<file path="src/rtl/seq_arb_pkg.sv">
// rtl/seq_arb_pkg.sv - shared types and defaults for the arbitrated sequence detector
// State encoding, default pattern and requester IDs used by the top and the core.
package seq_arb_pkg;

  typedef enum logic [1:0] {
    IDLE   = 2'd0,
    SHIFT  = 2'd1,
    REPORT = 2'd2
  } state_t;

  localparam int DEF_W       = 8;
  localparam int DEF_PAT_LEN = 3;
  localparam logic [DEF_PAT_LEN-1:0] DEF_PATTERN = 3'b101;

  localparam logic REQ_ID0 = 1'b0;
  localparam logic REQ_ID1 = 1'b1;

  // A lone requester always wins; on contention the favoured one (prio) wins.
  function automatic logic rr_pick(input logic [1:0] req, input logic prio);
    case (req)
      2'b01:   return REQ_ID0;
      2'b10:   return REQ_ID1;
      default: return prio;
    endcase
  endfunction

endpackage

</file>
<file path="src/rtl/seq_detect_core.sv">
// rtl/seq_detect_core.sv - bit-serial overlapping pattern detector
// Y is combinational from history plus the current bit; CLR wins over EN.
module seq_detect_core
  import seq_arb_pkg::*;
#(
  parameter int                 PAT_LEN = DEF_PAT_LEN,
  parameter logic [PAT_LEN-1:0] PATTERN = DEF_PATTERN
) (
  input  logic CLK,
  input  logic RST,
  input  logic CLR,
  input  logic EN,
  input  logic X,
  output logic Y
);

  localparam int CNT_W = $clog2(PAT_LEN + 1);
  localparam logic [CNT_W-1:0] NEED = CNT_W'(PAT_LEN - 1);
  localparam logic [CNT_W-1:0] FULL = CNT_W'(PAT_LEN);

  logic [PAT_LEN-1:0] hist;
  logic [PAT_LEN-1:0] cand;
  logic [CNT_W-1:0]   cnt;

  // cand is the most recent PAT_LEN bits including the one on X right now.
  assign cand = (hist << 1) | PAT_LEN'(X);
  assign Y    = EN && (cnt >= NEED) && (cand == PATTERN);

  always_ff @(posedge CLK or posedge RST) begin
    if (RST) begin
      hist <= '0;
      cnt  <= '0;
    end else if (CLR) begin
      hist <= '0;
      cnt  <= '0;
    end else if (EN) begin
      hist <= cand;
      if (cnt != FULL) cnt <= cnt + CNT_W'(1);
    end
  end

endmodule

</file>
<file path="src/rtl/seq_detect_arbiter.sv">
// rtl/seq_detect_arbiter.sv - round-robin sharing of one serial detector between two word sources
// Grants a word, shifts it MSB-first through the detector, reports the hit count with the requester ID.
module seq_detect_arbiter
  import seq_arb_pkg::*;
#(
  parameter int                 W       = DEF_W,
  parameter int                 PAT_LEN = DEF_PAT_LEN,
  parameter logic [PAT_LEN-1:0] PATTERN = DEF_PATTERN,
  parameter int                 CW      = $clog2(W + 1)
) (
  input  logic          CLK,
  input  logic          RST,
  input  logic [1:0]    REQ,
  input  logic [W-1:0]  DATA0,
  input  logic [W-1:0]  DATA1,
  output logic [1:0]    GNT,
  output logic          BUSY,
  output logic          X_OUT,
  output logic          Y_OUT,
  output logic          DONE,
  output logic          DONE_ID,
  output logic [CW-1:0] MATCH_CNT
);

  localparam int IW = (W > 1) ? $clog2(W) : 1;
  localparam logic [IW-1:0] LAST_IDX = IW'(W - 1);

  state_t        state, state_nxt;
  logic [W-1:0]  word;
  logic [IW-1:0] idx;
  logic [CW-1:0] hit_cnt;
  logic          owner;
  logic          prio;
  logic          winner;
  logic          start;
  logic          last_bit;
  logic          core_en;
  logic          core_clr;
  logic          core_y;

  assign winner = rr_pick(REQ, prio);

  always_ff @(posedge CLK or posedge RST) begin
    if (RST) state <= IDLE;
    else     state <= state_nxt;
  end

  always_comb begin
    state_nxt = state;
    case (state)
      IDLE:    if (REQ != 2'b00) state_nxt = SHIFT;
      SHIFT:   if (idx == '0)    state_nxt = REPORT;
      REPORT:  state_nxt = IDLE;
      default: state_nxt = IDLE;
    endcase
  end

  always_comb begin
    start    = (state == IDLE) && (REQ != 2'b00);
    core_en  = (state == SHIFT);
    last_bit = core_en && (idx == '0);
    core_clr = start;
    BUSY     = (state != IDLE);
    X_OUT    = core_en ? word[idx] : 1'b0;
    Y_OUT    = core_y;
  end

  // The final hit is folded in at the last shift edge so MATCH_CNT is complete in REPORT.
  always_ff @(posedge CLK or posedge RST) begin
    if (RST) begin
      word      <= '0;
      idx       <= '0;
      hit_cnt   <= '0;
      owner     <= REQ_ID0;
      prio      <= REQ_ID0;
      GNT       <= 2'b00;
      DONE      <= 1'b0;
      DONE_ID   <= 1'b0;
      MATCH_CNT <= '0;
    end else begin
      GNT  <= 2'b00;
      DONE <= 1'b0;
      if (start) begin
        word    <= winner ? DATA1 : DATA0;
        GNT     <= winner ? 2'b10 : 2'b01;
        idx     <= LAST_IDX;
        hit_cnt <= '0;
        owner   <= winner;
        prio    <= ~winner;
      end else if (core_en) begin
        idx     <= idx - IW'(1);
        hit_cnt <= hit_cnt + CW'(core_y);
        if (last_bit) begin
          DONE      <= 1'b1;
          DONE_ID   <= owner;
          MATCH_CNT <= hit_cnt + CW'(core_y);
        end
      end
    end
  end

  seq_detect_core #(
    .PAT_LEN (PAT_LEN),
    .PATTERN (PATTERN)
  ) u_core (
    .CLK (CLK),
    .RST (RST),
    .CLR (core_clr),
    .EN  (core_en),
    .X   (X_OUT),
    .Y   (core_y)
  );

endmodule

</file>
<file path="config.mk">
export PLATFORM = sky130hd
export DESIGN_NAME = seq_detect_arbiter
export DESIGN_NICKNAME = d
export VERILOG_FILES = /design/src/rtl/seq_arb_pkg.sv /design/src/rtl/seq_detect_core.sv /design/src/rtl/seq_detect_arbiter.sv
export SDC_FILE = /design/constraint.sdc
export NUM_CORES = 1
export LEC_CHECK = 0
export ABC_CLOCK_PERIOD_IN_PS = 4650
export BUFFER_PORTS_ARGS = -buffer_cell sky130_fd_sc_hd__buf_2
export CAP_MARGIN = 25
export CORE_UTILIZATION = 45
export CTS_CLUSTER_DIAMETER = 100
export DETAILED_ROUTE_END_ITERATION = 8
export PLACE_DENSITY = 0.7
export SLEW_MARGIN = 30
export SYNTH_ARGS = -nofsm -noshare
export SYNTH_HDL_FRONTEND = slang
export SYNTH_HIERARCHICAL = 1
export SYNTH_SLANG_ARGS = --single-unit
</file>
<file path="constraint.sdc">
create_clock -name CLK -period 4.65 [get_ports CLK]
set_input_delay 0 -clock CLK [delete_from_list [all_inputs] [get_ports CLK]]
set_output_delay 0 -clock CLK [all_outputs]
set_load 0.02 [all_outputs]
</file>
Yosys cells after proc, flatten, opt, wreduce, memory -nomap -nowiden
Index checks and enable logic that the tools add are counted.
{"block": "op_classes", "n_addsub": 3, "n_mul": 0, "n_div": 0, "magnitude_cmp": 2, "n_eq_ne": 7, "shifts": 0, "muxes": 22, "n_bitwise": 3, "n_reduce_logical": 13}
{"operator": "$mux W2", "count": 9}
{"operator": "$mux W4", "count": 2}
{"operator": "$mux W8", "count": 1}
{"operator": "$reduce_bool A2 Y1", "count": 4}
{"operator": "$mux W3", "count": 2}
{"operator": "$mux W1", "count": 5}
{"operator": "$add A4 B1 Y4", "count": 1}
{"operator": "$eq A2 B1 Y1 const B", "count": 2}
{"operator": "$logic_and A1 B1 Y1", "count": 4}
{"operator": "$lt A3 B4 Y1 const B", "count": 1}
{"operator": "$ne A2 B2 Y1 const B", "count": 2}
{"operator": "$pmux W2 S2", "count": 1}
{"operator": "$reduce_and A2 Y1", "count": 2}
{"operator": "$bmux W1 S3", "count": 1}
{"operator": "$eq A3 B3 Y1 const B", "count": 1}
{"operator": "$logic_not A3 Y1", "count": 1}
{"operator": "$or A3 B1 Y3", "count": 1}
{"operator": "$reduce_and A3 Y1", "count": 1}
{"operator": "$sub A3 B1 Y3 const B", "count": 1}
{"operator": "$add A2 B1 Y2 const B", "count": 1}
{"operator": "$eq A2 B2 Y1 const B", "count": 1}
{"operator": "$ge A2 B2 Y1 const B", "count": 1}
{"operator": "$logic_not A2 Y1", "count": 1}
{"operator": "$ne A2 B1 Y1 const B", "count": 1}
{"operator": "other kinds (2)", "count": 3}
{"block": "totals", "reg_bits": 31, "latch_bits": 0, "ram_bits": 0, "romBits": 0, "n_memories": 0}

Longest topological paths before layout
{"block": "logic_depth", "depth_word": 9, "mapped_depth": 9, "ltp_nobuf": 9}

Cells and area by module
Netlist, hierarchy kept.
{"module": "seq_detect_arbiter", "instances": 1, "cells_per_inst": 118, "area_each_um2": 1298.7, "seq_area_each_um2": 675.6}
{"module": "seq_detect_core", "instances": 1, "cells_per_inst": 22, "area_each_um2": 244.0, "seq_area_each_um2": 100.1}

Worst setup path after synthesis
No wires, ideal clock.
{"block": "synth_timing", "kind": "reg-to-reg", "startpoint": "register idx[2]", "endpoint": "register hit_cnt[3]", "setup_ns": 0.118, "t_arrival_ns": 3.163, "required_time_ns": 4.532, "setup_slack_ns": 1.369, "stages_incl_launch_ff": 10, "n_path_buf": 0, "synth_period_minus_slack_ns": 3.281, "path_cell_list": "dfrtp_1 mux4_2 nor2_1 nor4_1 nand2_1 nor4b_2 ha_1 nand3_1 mux2_2 a21o_1"}
{"block": "synth_via", "elab_chain_cells": 9}
{"item": "start, declared", "line_no": "seq_detect_arbiter.sv:30", "source": "logic [IW-1:0] idx;"}
{"item": "start signal, assigned", "line_no": "seq_detect_arbiter.sv:91", "source": "idx <= idx - IW'(1);"}
{"item": "$bmux W1 S3", "line_no": "seq_detect_arbiter.sv:64", "source": "X_OUT = core_en ? word[idx] : 1'b0;"}
{"item": "$mux W1 (not written as such)", "line_no": "seq_detect_arbiter.sv:64"}
{"item": "$mux W1", "line_no": "seq_detect_arbiter.sv:64"}
{"item": "net X_OUT", "line_no": "seq_detect_arbiter.sv:18", "source": "output logic X_OUT,"}
{"item": "$or A3 B1 Y3", "line_no": "seq_detect_core.sv:26", "source": "assign cand = (hist << 1) | PAT_LEN'(X);"}
{"item": "$eq A3 B3 Y1", "line_no": "seq_detect_core.sv:27", "source": "assign Y = EN && (cnt >= NEED) && (cand == PATTERN);"}
{"item": "$logic_and A1 B1 Y1", "line_no": "seq_detect_core.sv:27"}
{"item": "net Y_OUT", "line_no": "seq_detect_arbiter.sv:19", "source": "output logic Y_OUT,"}
{"item": "$add A4 B1 Y4", "line_no": "seq_detect_arbiter.sv:92", "source": "hit_cnt <= hit_cnt + CW'(core_y);"}
{"item": "$mux W4", "line_no": "seq_detect_arbiter.sv:90", "source": "end else if (core_en) begin"}
{"item": "$mux W4", "line_no": "seq_detect_arbiter.sv:83", "source": "if (start) begin"}
{"item": "end signal, assigned", "line_no": "seq_detect_arbiter.sv:92"}
{"item": "end, declared", "line_no": "seq_detect_arbiter.sv:31", "source": "logic [CW-1:0] hit_cnt;"}
The timed path passes the listed nets, and every way through them passes these cells. The select of a mux whose other input is x is not followed.
A chain may end at the register's enable or synchronous reset.

Final worst setup path
{"block": "layout_timing", "startpoint": "register idx[2]", "endpoint": "register hit_cnt[3]"}
{"block": "layout_via", "elab_chain_cells": 9}
{"item": "$bmux W1 S3", "line_no": "seq_detect_arbiter.sv:64"}
{"item": "$mux W1 (not written as such)", "line_no": "seq_detect_arbiter.sv:64"}
{"item": "$mux W1", "line_no": "seq_detect_arbiter.sv:64"}
{"item": "$or A3 B1 Y3", "line_no": "seq_detect_core.sv:26"}
{"item": "$eq A3 B3 Y1", "line_no": "seq_detect_core.sv:27"}
{"item": "$logic_and A1 B1 Y1", "line_no": "seq_detect_core.sv:27"}
{"item": "$add A4 B1 Y4", "line_no": "seq_detect_arbiter.sv:92"}
{"item": "$mux W4", "line_no": "seq_detect_arbiter.sv:90"}
{"item": "$mux W4", "line_no": "seq_detect_arbiter.sv:83"}
Every way passes these cells. The select of a mux whose other input is x is not followed.

==> impl_results.md <==
- Status: complete, no violations
- Syn_area_per_cell: 11.0 um2
- RSZ-0062 raised after global routing: no
- Ys async rst share: 100%
- Leak: 1.03 nW
- Iter 0 DRT Violations: 10
- CTS tree: built
- Most frequent cells after synthesis: 31 x dfrtp_1, 16 x nand2_1, 11 x mux2i_1
- Post-synth EDFFs: 0
- TritonCTS Sinks: 31
- Antenna viol nets, final: 0
- Worst hold path type: in2reg
- Post-synth top flop: dfrtp_1
- Total detailed-routing wirelength: 3020 um
- Clock-pin slew on the worst setup and hold paths: 0.10 ns
- Ranking of synthesized cells by area: dfrtp_1 50%, mux2i_1 7.1%, ha_1 6.5%, nand2_1 3.9%, mux2_2 3.6%
- Most numerous cell in the Yosys netlist: dfrtp_1
- Final hold violation count: 0
- Vias in the first global route: 1194
- Routed len/inst: 13.1 um
- Grt ovf: 0
- Placeable Area: 3150 um2
- H-tree levels: 2
- Critical path depth: 9
- Worst-skew pair later-pin latency: 0.33 ns
- Root buf cell: clkbuf_4
- Worst path max stage delay: 0.48 ns
- Diode count: 0
- Die Y: 60.6 um
- Crit-path cells: mux4_2 > nor2_1 > nor4_1 > nand2_1 > nor4b_2 > ha_1 > nand3_1 > mux2_2 > a21o_1
- Overall die width: 60.6 um
- Postcts setup bufs: 0
- RePlAce Congestion: 0.854
- # fillers: 281
- Total negative slack: 0 ns
- Die area: 3670 um2
- Sequential share of the synthesized area: 50.3%
- Fmax: 394 MHz
- Vias per inst: 4.97
- Synth cell types: 32
- Slew @ Worst Pin: 0.719 ns
- Routed vias: 1147
- Worst Path Buf+Inv: 0
- Synth Register Bits: 31
- Crit. End Element: register
- Syn_nets: 168
- FP Rows: 20
- Yosys top cell area share: 50.3%
- Register area: 776 um2
- R2R cell count: 9
- Mapped cell area: 1540 um2
- Port buffer count: 30
- Hold_buf cts: 13
- CTS max path bufs: 2
- Worst EP required: 4.89 ns
- Inserted Clock Buffers: 5
- Area leader, netlist: dfrtp_1
- Worst Skew: 0.00954 ns
- Final Cycle Share: 54.6%
- 1st-pass router iterations: 4
- Starting density of the core: 48.9%
- Critical path class: reg2reg
- Final Core Density: 61.8%
- Final setup viols: 0
- Antenna violations before repair: 0
- Nets@finish: 214
- Post-Synthesis Cells: 140
- Area of the multi-input gates: 711 um2
- CP max FO: 8
- Share of cells above drive strength 1: 28.3%
- IO Count: 31
- First-pass GRT wire length: 5420 um
- Arrival @ worst endpoint: 2.78 ns
- WHS Path Cells: 3
- Crit path max-delay cell type: dfrtp_1
- Max Cap Violations: 0
- GRT Total Usage: 20.9%
- Max rail drop VDD: 308 uV
- Total number of yosys warnings: 6
- Largest net degree at the start of global routing: 28
- Power Density: 612 nW/um2
- Fin crit period: 2.54 ns
- Startpoint types: register
- Layout area overhead: 26.4%
- Max-slew violations: 0
- Normalized max-slew margin: 52.1%
- DRC: 0
- Delay-heaviest family, CP: simple AND/OR/NAND/NOR gates
- Post-CTS sizing: 0
==> layer usage <==
metal	global-route usage, %	up-vias	wire length [um]
met5	0	-	0
met2	36.6	29	1570
met3	6.61	6	118
met1	23.9	542	1280
li1	-	570	-
met4	7.79	0	48
==> where the power goes <==
group          internal, W  switching [W]
Combinational     0.000241       0.000269
Sequential        0.000381      0.0000823
Clock             0.000127      0.0000925
==> layout make-up <==
cell class	count	area share [%]
inverter	9	1.73
timing repair buffer	44	14.8
tap	44	2.82
clock inverter	2	1.80
sequential	31	39.8
multi-input combinational	95	36.5
clock buffer	6	2.63
==> cells by family after synthesis <==
logic type / after synthesis / share of synthesized area, %
buffers and inverters: 14 / 3.65
DFF: 31 / 50.3
muxes: 20 / 15.7
adders and majority gates: 8 / 6.49
xor gates and xnor gates: 3 / 1.70
AOI/OAI and AO/OA: 18 / 6.57
and+or+nand+nor: 46 / 15.7
==> sequential cells by signal (all words and copies together) (netlist names) <==
name         cells
DONE             1
idx              3
GNT              2
hit_cnt          4
u_core/cnt       2
prio             1
DONE_ID          1
MATCH_CNT        4
u_core/hist      2
state            2
word             8
owner            1
==> placed cells by master, fill, tap and decap left out, types with 2 or more instances in the layout <==
cell	netlist	layout
o21ai_0	10	10
inv_1	8	7
a21oi_1	4	4
nor2b_1	4	4
dfrtp_1	31	31
and3_1	2	2
nand2_1	16	16
nand2b_1	2	2
ha_1	8	8
nand3_1	3	3
nor4bb_1	2	2
mux2_2	5	5
a21o_1	2	2
dlygate4sd3_1	0	13
buf_2	3	30
nor2_1	10	10
clkbuf_4	0	5
inv_2	1	2
xnor2_1	2	2
mux2i_1	11	11
mux2_4	2	2
==> stage by stage <==
step | area, um2 | total power [W] | hold slack (ns) | setup slack (ns) | cells
after floorplan | 1540 | 0.000835 | -0.234 | 1.37 | 140
after global placement | 1730 | 0.000934 | -0.108 | 2.18 | 210
after detailed placement | 1730 | 0.000962 | -0.0904 | 2.10 | 210
after global routing | 1950 | 0.00129 | 0.00404 | 1.92 | 231
after CTS | 1950 | 0.00120 | 0.00581 | 2.10 | 231
final | 1950 | 0.00119 | 0.00233 | 2.11 | 231
==> path summary, 6_finish.rpt <==
kind	from	endpoint	slack, ns
min in group asynchronous	RST	u_core/cnt[0]	0.12
worst max-delay path	idx[2]	hit_cnt[3]	2.11
worst max register to register	idx[2]	hit_cnt[3]	2.11
worst min register to register	word[7]	word[7]	0.49
max in group asynchronous	RST	state[0]	3.98
worst min-delay path	DATA1[5]	word[5]	0.002
==> worst register-to-register path, cell delays in order (launching register included) <==
cell     delay, ns
dfrtp_1       0.48
mux4_2        0.36
nor2_1        0.04
nor4_1        0.32
nand2_1       0.13
nor4b_2       0.31
ha_1          0.22
nand3_1       0.14
mux2_2        0.29
a21o_1        0.17
(Power assumes the default switching activity.)
